===== config.mk =====
export PLATFORM = sky130hd
export DESIGN_NAME = pipelined_cla_adder
export DESIGN_NICKNAME = d
export VERILOG_FILES = /design/src/rtl/pipelined_cla_adder.sv
export SDC_FILE = /design/constraint.sdc
export NUM_CORES = 1
export LEC_CHECK = 0
export CORE_ASPECT_RATIO = 0.7
export CORE_MARGIN = 5
export CORE_UTILIZATION = 35
export DETAILED_ROUTE_END_ITERATION = 8
export RECOVER_POWER = 100
export SKIP_LAST_GASP = 1
export SLEW_MARGIN = 25
export SYNTH_ARGS = -nofsm -noshare
export SYNTH_HDL_FRONTEND = slang
export SYNTH_SLANG_ARGS = --single-unit

===== constraint.sdc =====
create_clock -name clock -period 6.1 [get_ports clock]
set_input_delay 0.61 -clock clock [delete_from_list [all_inputs] [get_ports clock]]
set_output_delay 0.61 -clock clock [all_outputs]
set_load 0.005 [all_outputs]

===== src/rtl/pipelined_cla_adder.sv =====
// rtl/pipelined_cla_adder.sv - carry-pipelined carry-lookahead adder/subtractor
// One lookahead group per stage; group carry registered into the next stage.
module pipelined_cla_adder #(
    parameter int WIDTH = 32,
    parameter int GROUP = 8
) (
    input  logic             clock,
    input  logic             reset_n,
    input  logic             in_valid,
    output logic             in_ready,
    input  logic [WIDTH-1:0] a,
    input  logic [WIDTH-1:0] b,
    input  logic             cin,
    input  logic             sub,
    output logic             out_valid,
    input  logic             out_ready,
    output logic [WIDTH-1:0] result,
    output logic             cout,
    output logic             ovf,
    output logic             zero
);

    localparam int NG = WIDTH / GROUP;

    if (GROUP < 1 || GROUP > 8 || (WIDTH % GROUP) != 0) begin : g_param_check
        $fatal(1, "pipelined_cla_adder: GROUP must be 1..8 and divide WIDTH");
    end

    // Every carry is a flat sum of products over g/p and the group carry-in.
    function automatic logic [GROUP:0] lookahead(
        input logic [GROUP-1:0] g,
        input logic [GROUP-1:0] p,
        input logic             ci
    );
        logic [GROUP:0] c;
        logic           t;
        c    = '0;
        c[0] = ci;
        for (int j = 0; j < GROUP; j++) begin
            t = ci;
            for (int m = 0; m <= j; m++) t = t & p[m];
            c[j+1] = t;
            for (int k = 0; k <= j; k++) begin
                t = g[k];
                for (int m = k + 1; m <= j; m++) t = t & p[m];
                c[j+1] = c[j+1] | t;
            end
        end
        return c;
    endfunction

    logic             en;
    logic [WIDTH-1:0] b_eff;
    logic             c0;

    assign en       = !out_valid || out_ready;
    assign in_ready = en;
    assign b_eff    = sub ? ~b : b;
    assign c0       = sub ? 1'b1 : cin;

    for (genvar i = 0; i < NG; i++) begin : g_stage
        localparam int PW = WIDTH - GROUP * i;

        logic [PW-1:0]          pend_a;
        logic [PW-1:0]          pend_b;
        logic                   gc;
        logic                   gv;
        logic [GROUP:0]         carry;
        logic [GROUP-1:0]       gsum;
        logic [GROUP*(i+1)-1:0] nx_r;
        logic [GROUP*(i+1)-1:0] q_r;
        logic                   q_v;
        logic                   q_c;

        if (i == 0) begin : g_src
            assign pend_a = a;
            assign pend_b = b_eff;
            assign gc     = c0;
            assign gv     = in_valid;
            assign nx_r   = gsum;
        end else begin : g_src
            assign pend_a = g_stage[i-1].g_pend.q_a;
            assign pend_b = g_stage[i-1].g_pend.q_b;
            assign gc     = g_stage[i-1].q_c;
            assign gv     = g_stage[i-1].q_v;
            assign nx_r   = {gsum, g_stage[i-1].q_r};
        end

        assign carry = lookahead(pend_a[GROUP-1:0] & pend_b[GROUP-1:0],
                                 pend_a[GROUP-1:0] | pend_b[GROUP-1:0], gc);
        assign gsum  = pend_a[GROUP-1:0] ^ pend_b[GROUP-1:0] ^ carry[GROUP-1:0];

        always_ff @(posedge clock or negedge reset_n) begin
            if (!reset_n) begin
                q_v <= 1'b0;
                q_c <= 1'b0;
                q_r <= '0;
            end else if (en) begin
                q_v <= gv;
                q_c <= carry[GROUP];
                q_r <= nx_r;
            end
        end

        if (i < NG - 1) begin : g_pend
            // Only operand groups not yet resolved travel down the pipe.
            logic [PW-GROUP-1:0] q_a;
            logic [PW-GROUP-1:0] q_b;

            always_ff @(posedge clock or negedge reset_n) begin
                if (!reset_n) begin
                    q_a <= '0;
                    q_b <= '0;
                end else if (en) begin
                    q_a <= pend_a[PW-1:GROUP];
                    q_b <= pend_b[PW-1:GROUP];
                end
            end
        end else begin : g_tail
            logic q_cm;
            logic q_z;

            always_ff @(posedge clock or negedge reset_n) begin
                if (!reset_n) begin
                    q_cm <= 1'b0;
                    q_z  <= 1'b0;
                end else if (en) begin
                    q_cm <= carry[GROUP-1];
                    q_z  <= (nx_r == '0);
                end
            end

            assign out_valid = q_v;
            assign result    = q_r;
            assign cout      = q_c;
            assign ovf       = q_c ^ q_cm;
            assign zero      = q_z;
        end
    end

endmodule


Word-level counts from Yosys, hierarchy flattened
Cells that the tools add are included.
W data, S select, Z words.

cells by class
  bitwise logic cells = 306
  multiplexer cells = 2
  reductions and logical operators = 3

operators with widths
  cell                count
  $and A1 B1 Y1       144
  $or A1 B1 Y1        144
  $xor A8 B8 Y8       8
  $and A8 B8 Y8       4
  $logic_not A32 Y1   1
  $mux W32            1
  $not A32 Y32        1
  $or A8 B8 Y8        4
  $logic_not A1 Y1    1
  $logic_or A1 B1 Y1  1
  $mux W1             1
  $xor A1 B1 Y1       1

word-level totals
  output and inout port bits = 37
  register bits = 186

Longest topological paths before layout
Gate-level depths: netlist of run 1.

  depth after elaboration = 19
  mapped depth = 11
  mapped depth without buffers = 9

Worst setup path after synthesis of run 1
No wires, ideal clock.

  path kind = in2reg
  from = input port sub
  to = register g_stage[0].q_c
  slack = 3.726 ns
  data required time = 5.963 ns
  arrival time = 2.237 ns
  stages on the path = 11
  path buffers = 2
  path through = buf_2 buf_2 xnor2_1 inv_1 ha_1 nor2b_1 o21ai_0 a41oi_1 o21bai_1 a21oi_1 a21oi_1

on the way
  word-level cells in the longest chain between the ends = 18
  elaborated cells on any way between the ends = 48
  classes of those cells = 2 x mux; 46 x bitwise

RTL lines
  element                      RTL line  source
  start, declared              14        input logic sub,
  $mux W32                     58        assign b_eff = sub ? ~b : b;
  $or A8 B8 Y8                 90        pend_a[GROUP-1:0] | pend_b[GROUP-1:0], gc);
  $and A1 B1 Y1 (8 in series)  41        for (int m = 0; m <= j; m++) t = t & p[m];
  $or A1 B1 Y1 (7 in series)   46        c[j+1] = c[j+1] | t;
  $or A1 B1 Y1 (*)             46
  end signal, assigned         100       q_c <= carry[GROUP];
  end, declared                73        logic q_c;

Mark *: on every way between the ends. The rest lies on a longest branch, timed or not.
A chain may end at the register's enable or synchronous reset.

Final worst setup path of run 1
  from = input port out_ready
  to = register g_stage[0].g_pend.q_b[5]

on the way
  word-level cells in the longest chain between the ends = 1

RTL lines
  element               RTL line  source
  start, declared       16        input logic out_ready,
  $logic_or A1 B1 Y1    56        assign en = !out_valid || out_ready;
  end signal, assigned  116       q_b <= pend_b[PW-1:GROUP];
  end, declared         108       logic [PW-GROUP-1:0] q_b;

No other way between the ends.

==> run metrics, run 1 <==
DIE AREA 28840 sq um; Cell Rows 48; Clk Latency, worst-skew pair 0.43 ns; Final Wtd Congestion 0.7536; number of DRC violations after detailed-routing iteration 0 460; max-slew violation count 346; Slew headroom -86.45%; top achievable clock speed 251.7 MHz; fraction of layout instances using a drive strength above 1 3.896%; Async SR Flop Fraction 100.0%; number of antenna cells inserted 0; distinct cell type count of the synthesized netlist 36; antenna-violating nets left 0; total negative slack 0 ns; Syn. warnings 0; HPWL Detailed 14060 um; number of flops mapped to enable cells by yosys 0; minimum period implied by the final worst setup slack 3.973 ns; clk sink count 186; total chip power 5.324 mW; area share of the largest cell type after synthesis 52.16%; WP data arrival 4.18 ns; initial antenna violation count 1; worst voltage drop across the vdd grid 0.1953 mV; Hold-fix buffers, CTS 0; FILL cells 2472; total grt overflow 0; total number of nets in the final design 1203; most used standard cells in the synthesized netlist 336 x sky130_fd_sc_hd__nand2_1, 186 x sky130_fd_sc_hd__dfrtp_1, 78 x sky130_fd_sc_hd__inv_1, 76 x sky130_fd_sc_hd__o21ai_0, 64 x sky130_fd_sc_hd__ha_1; leading cell types by total area after synthesis sky130_fd_sc_hd__dfrtp_1 52%, sky130_fd_sc_hd__nand2_1 14%, sky130_fd_sc_hd__ha_1 9.0%; die height 143.6 um; run status finished with violations; maximum capacitance violations 5; Cell Pwr Density 490.6 nW/um^2; RR Startpoint out_valid; width of the chip 200.8 um; Hold Crit Depth 2; Ports 107; clock tree from TritonCTS done; synthesized netlist net count 1118; number of buffers inserted by post-CTS setup repair 0; violated checks max-capacitance violations, max-slew violations; final worst-path cycle share 65.14%; startpoint of the worst setup timing path out_ready; number of hold-slack violations in the final timing report 0; reported leakage power 5.310 nW; most common cell in the netlist sky130_fd_sc_hd__nand2_1; total routing usage reported by global routing 14.29%; CTS Buf Count 17; portion of the post-synthesis area used by sequential elements 52.16%; kind of capture point of the worst setup path flop; initial core utilization 35.89%; routed via count 6268; Critical Setup Path Class primary input to flop; Total Routed Length 20010 um; setup repair after global routing missed its margin false; Clk Tree Root Cell sky130_fd_sc_hd__clkbuf_16; post-detailed-route via-to-cell ratio 4.468; vias in the first global route 6223; number of resized instances in the post-cts repair step 0; drt pass-1 iters 4; number of design rule violations left after detail routing 0; worst-case clock skew 0.007158 ns; number of port buffers 106; wire length per cell 14.26 um; type of element launching the critical path primary input; largest area contributor in the synthesized netlist sky130_fd_sc_hd__dfrtp_1; hold_sp result[14]; #FFs+latches synth 186; number of cells traversed by the worst register-to-register path 5; Avg Inst Size Synth 9.106 sq um; final setup vio count 0; combined area of all synthesized cells 8924 sq um; CTS clk-pin slew, worst paths 0.07 ns; path category of the worst min-delay check flop to flop; maximum level of the CTS H-tree 4; core region area 24860 sq um; crit path max fanout 120; worst-case clock buffer depth 2; Final Cell Area 10850 sq um; Mapped Cells 980; data required time at the worst endpoint 6.31 ns; Area after DPL 10260 sq um; relative area change from synthesis to final layout 21.61%; global-route wire length before repair 32990 um; Top FF cell, synth sky130_fd_sc_hd__dfrtp_1; maximum number of pins on one net before global-route repair 123; actual transition at the worst max-transition pin 2.797 ns
path summary, 6_finish.rpt:
check	endpoint	slack [ns]
worst max-delay path	g_stage[0].g_pend.q_b[5]	2.13
worst min-delay path	result[14]	0.46
worst max register to register	g_stage[0].g_pend.q_b[5]	2.41
worst min register to register	result[14]	0.46
max in group asynchronous	g_stage[3].g_tail.q_cm	2.16
min in group asynchronous	g_stage[2].q_r[9]	1.07
power by group:
part | total [mW] | switching (mW) | internal [mW]
Combinational | 2.04 | 1.15 | 0.886
Clock | 1.14 | 0.470 | 0.666
Sequential | 2.15 | 0.357 | 1.79
Total | 5.32 | 1.98 | 3.34
worst max-delay path, cell delays in order:
cell	delay [ns]
sky130_fd_sc_hd__dlygate4sd3_1	0.58
sky130_fd_sc_hd__nor2b_4	0.05
sky130_fd_sc_hd__buf_4	0.32
sky130_fd_sc_hd__inv_6	0.60
sky130_fd_sc_hd__clkbuf_2	1.61
sky130_fd_sc_hd__o21ai_0	0.29
per-stage QoR:
step	util [%]	setup WS [ns]	cells	hold slack (ns)
6_report	43.64	2.127	1403	0.4587
3_3_place_gp	41.26	2.620	1370	0.4421
2_1_floorplan	-	3.726	980	0.3144
4_1_cts	43.69	2.659	1402	0.3821
3_5_place_dp	41.26	2.551	1370	0.4483
5_1_grt	43.64	1.272	1403	0.4880
flip-flops by register name (all words and copies together) (netlist names):
signal               flops
cout                     1
g_stage.g_pend.q_a      48
g_stage.g_pend.q_b      48
g_stage.g_tail.q_cm      1
g_stage.q_c              3
g_stage.q_r             48
g_stage.q_v              3
out_valid                1
result                  32
zero                     1
area by class of cell:
cell class / instances / area, sq um / area share (%)
inverter: 78 / 297.8 / 2.744
multi-input combinational: 671 / 3810 / 35.11
tap: 325 / 406.6 / 3.747
sequential: 186 / 4654 / 42.89
clock inverter: 11 / 143.9 / 1.326
timing repair buffer: 111 / 1079 / 9.939
clock buffer: 21 / 460.4 / 4.243
cell usage in the layout (no fill, tap or decap), types with 2 or more instances in the layout:
cell	n
sky130_fd_sc_hd__nand2_1	336
sky130_fd_sc_hd__dfrtp_1	186
sky130_fd_sc_hd__inv_1	77
sky130_fd_sc_hd__o21ai_0	76
sky130_fd_sc_hd__clkdlybuf4s50_1	66
sky130_fd_sc_hd__ha_1	64
sky130_fd_sc_hd__nor2_1	38
sky130_fd_sc_hd__dlygate4sd3_1	38
sky130_fd_sc_hd__a21oi_1	35
sky130_fd_sc_hd__xnor2_1	33
sky130_fd_sc_hd__xor2_1	25
sky130_fd_sc_hd__clkbuf_16	17
sky130_fd_sc_hd__nand2b_1	9
sky130_fd_sc_hd__nor3_1	7
sky130_fd_sc_hd__o31ai_1	6
sky130_fd_sc_hd__o21bai_1	6
sky130_fd_sc_hd__nor4_1	5
sky130_fd_sc_hd__nor2b_1	4
sky130_fd_sc_hd__fa_1	4
sky130_fd_sc_hd__clkinv_2	4
sky130_fd_sc_hd__clkbuf_1	4
sky130_fd_sc_hd__a211oi_1	3
sky130_fd_sc_hd__bufinv_16	3
sky130_fd_sc_hd__clkbuf_2	3
sky130_fd_sc_hd__inv_6	2
sky130_fd_sc_hd__nand3_1	2
sky130_fd_sc_hd__o21a_1	2
sky130_fd_sc_hd__nand4_1	2
sky130_fd_sc_hd__clkbuf_8	2
sky130_fd_sc_hd__clkinv_4	2
sky130_fd_sc_hd__buf_4	2
per-layer routing:
metal	global-route usage [%]	share of wire [%]	wire, um	vias up
li1	-	-	-	3251
met1	22.34	56	11210	2892
met2	18.45	37	7461	108
met3	5.008	5.7	1147	15
met4	3.619	0.85	171	2
met5	0	0.065	13	-
kinds of logic (layout without fill, tap and decap cells):
kind of cell / after synthesis / after routing / share of synthesized area, %
AO/OA/AOI/OAI: 139 / 139 / 9.128
XOR/XNOR: 58 / 58 / 5.693
adder cells (fa/ha/maj): 68 / 68 / 9.871
buffers and inverters: 123 / 221 / 5.230
flip-flops: 186 / 186 / 52.16
AND/OR/NAND/NOR: 406 / 406 / 17.92
Note: power is estimated with default switching activity, not from simulation.
==> run 2, diff against run 1 <==
==> constraint.sdc (replaced) <==
create_clock -name clock -period 3.4 [get_ports clock]
set_input_delay 0.34 -clock clock [delete_from_list [all_inputs] [get_ports clock]]
set_output_delay 0.34 -clock clock [all_outputs]
set_load 0.005 [all_outputs]
==> run 2 against run 1 <==
Net effect: the flow still finishes with violations (max-capacitance violations, max-slew violations); cell count up 0.36%; die area unchanged; setup slack worse by 1.4 ns; sequential share of layout area down 0.13 points; hold slack worse by 0.0079 ns; total power up 79%; routed wire length down 0.22%; count of clock-buffer cells in the layout down 3; flip-flop and latch count unchanged; critical path type is now flop to primary output.
==> run metrics, run 2 (same netlist as run 1, synthesis figures left out) <==
CTS clk-pin slew, worst paths 0.07 ns; path category of the worst min-delay check primary input to flop; total grt overflow 0; final setup vio count 0; wire length per cell 14.18 um; number of port buffers 106; maximum level of the CTS H-tree 4; vias in the first global route 6128; number of buffers inserted by post-CTS setup repair 0; crit path max fanout 57; Slew headroom -58.58%; reported leakage power 5.331 nW; routed via count 6221; drt pass-1 iters 5; clk sink count 186; number of hold-slack violations in the final timing report 0; FILL cells 2468; number of resized instances in the post-cts repair step 0; relative area change from synthesis to final layout 21.97%; width of the chip 200.8 um; initial core utilization 35.89%; commonest cells after routing, fill and taps aside 336 x sky130_fd_sc_hd__nand2_1, 186 x sky130_fd_sc_hd__dfrtp_1, 77 x sky130_fd_sc_hd__inv_1; fraction of layout instances using a drive strength above 1 4.155%; minimum period implied by the final worst setup slack 2.676 ns; Area after DPL 10330 sq um; CTS Buf Count 17; data required time at the worst endpoint 3.06 ns; maximum number of pins on one net before global-route repair 99; number of antenna cells inserted 0; Hold-fix buffers, CTS 0; Clk Tree Root Cell sky130_fd_sc_hd__clkbuf_16; Ports 107; antenna-violating nets left 0; Final Cell Area 10880 sq um; total number of nets in the final design 1208; setup repair after global routing missed its margin false; Total Routed Length 19960 um; commonest non-fill, non-tap cell in the layout sky130_fd_sc_hd__nand2_1; maximum capacitance violations 1; DIE AREA 28840 sq um; Clk Latency, worst-skew pair 0.42 ns; number of design rule violations left after detail routing 0; WP data arrival 2.34 ns; die height 143.6 um; worst-case clock buffer depth 2; HPWL Detailed 14310 um; type of element launching the critical path flop; initial antenna violation count 0; top achievable clock speed 373.7 MHz; total routing usage reported by global routing 14.36%; total negative slack 0 ns; final worst-path cycle share 78.71%; global-route wire length before repair 33400 um; core region area 24860 sq um; Final Wtd Congestion 0.7663; number of DRC violations after detailed-routing iteration 0 415; hold slack final 0.4509 ns; run status finished with violations; kind of capture point of the worst setup path primary output; clock tree from TritonCTS done; worst-case clock skew 0.006735 ns; max-slew violation count 97; violated checks max-capacitance violations, max-slew violations; actual transition at the worst max-transition pin 2.379 ns; Cell Rows 48; biggest regs g_stage.g_pend.q_a: 48 flops, g_stage.g_pend.q_b: 48 flops, g_stage.q_r: 48 flops; Critical Setup Path Class flop to primary output; Cell Pwr Density 874.8 nW/um^2; post-detailed-route via-to-cell ratio 4.418; worst voltage drop across the vdd grid 0.4014 mV
## run 2: layer usage
metal | wire (um) | part of all wire, % | GRT usage [%] | up-vias
met5 | 0 | 0 | 0 | -
met4 | 78 | 0.39 | 3.366 | 0
met3 | 921 | 4.6 | 3.632 | 4
met2 | 7442 | 37 | 17.61 | 112
met1 | 11520 | 58 | 24.18 | 2830
li1 | - | - | - | 3275
## run 2: worst max-delay path, cell delays in order, from the launching register on
cell	delay, ns
sky130_fd_sc_hd__dfrtp_1	0.33
sky130_fd_sc_hd__nor2b_1	0.57
sky130_fd_sc_hd__inv_6	0.28
sky130_fd_sc_hd__dlygate4sd3_1	0.70
## run 2: per-stage QoR
step / power [mW] / instances / util (%) / worst slack, ns
5_1_grt: 10.39 / 1408 / 43.78 / 0.5542
6_report: 9.522 / 1408 / 43.78 / 0.7237
3_3_place_gp: 7.562 / 1376 / 41.54 / 1.051
3_5_place_dp: 7.649 / 1376 / 41.54 / 0.9799
4_1_cts: 9.830 / 1408 / 44.09 / 1.121
2_1_floorplan: 6.181 / 980 / - / 1.296
## run 2: where the power goes
| group | total, mW | internal [mW] | switching (mW) |
|---|---|---|---|
| Sequential | 3.86 | 3.21 | 0.648 |
| Clock | 2.13 | 1.26 | 0.869 |
| Combinational | 3.54 | 1.55 | 1.99 |
| Total | 9.52 | 6.01 | 3.51 |
## run 2: final timing paths
| path | end | cells after the start | slack [ns] | from |
|---|---|---|---|---|
| worst min-delay path | g_stage[0].g_pend.q_a[18] | 3 | 0.45 | a[26] |
| worst max-delay path | in_ready | 3 | 0.72 | out_valid |
| worst min register to register | result[6] | 2 | 0.46 | result[6] |
| worst max register to register | g_stage[1].g_pend.q_a[7] | 5 | 0.87 | out_valid |
| min in group asynchronous | result[10] | 1 | 0.63 | reset_n |
| max in group asynchronous | g_stage[1].g_pend.q_a[7] | 2 | 1.20 | reset_n |
## run 2: final cells by class
class | count | area [sq um] | area share (%)
flip-flops and latches | 186 | 4654 | 42.76
clock buffers | 18 | 439.2 | 4.035
repair buffers | 116 | 1129 | 10.37
well taps | 325 | 406.6 | 3.736
clock inverters | 14 | 193.9 | 1.782
inverters | 78 | 297.8 | 2.736
multi-input cells | 671 | 3764 | 34.58
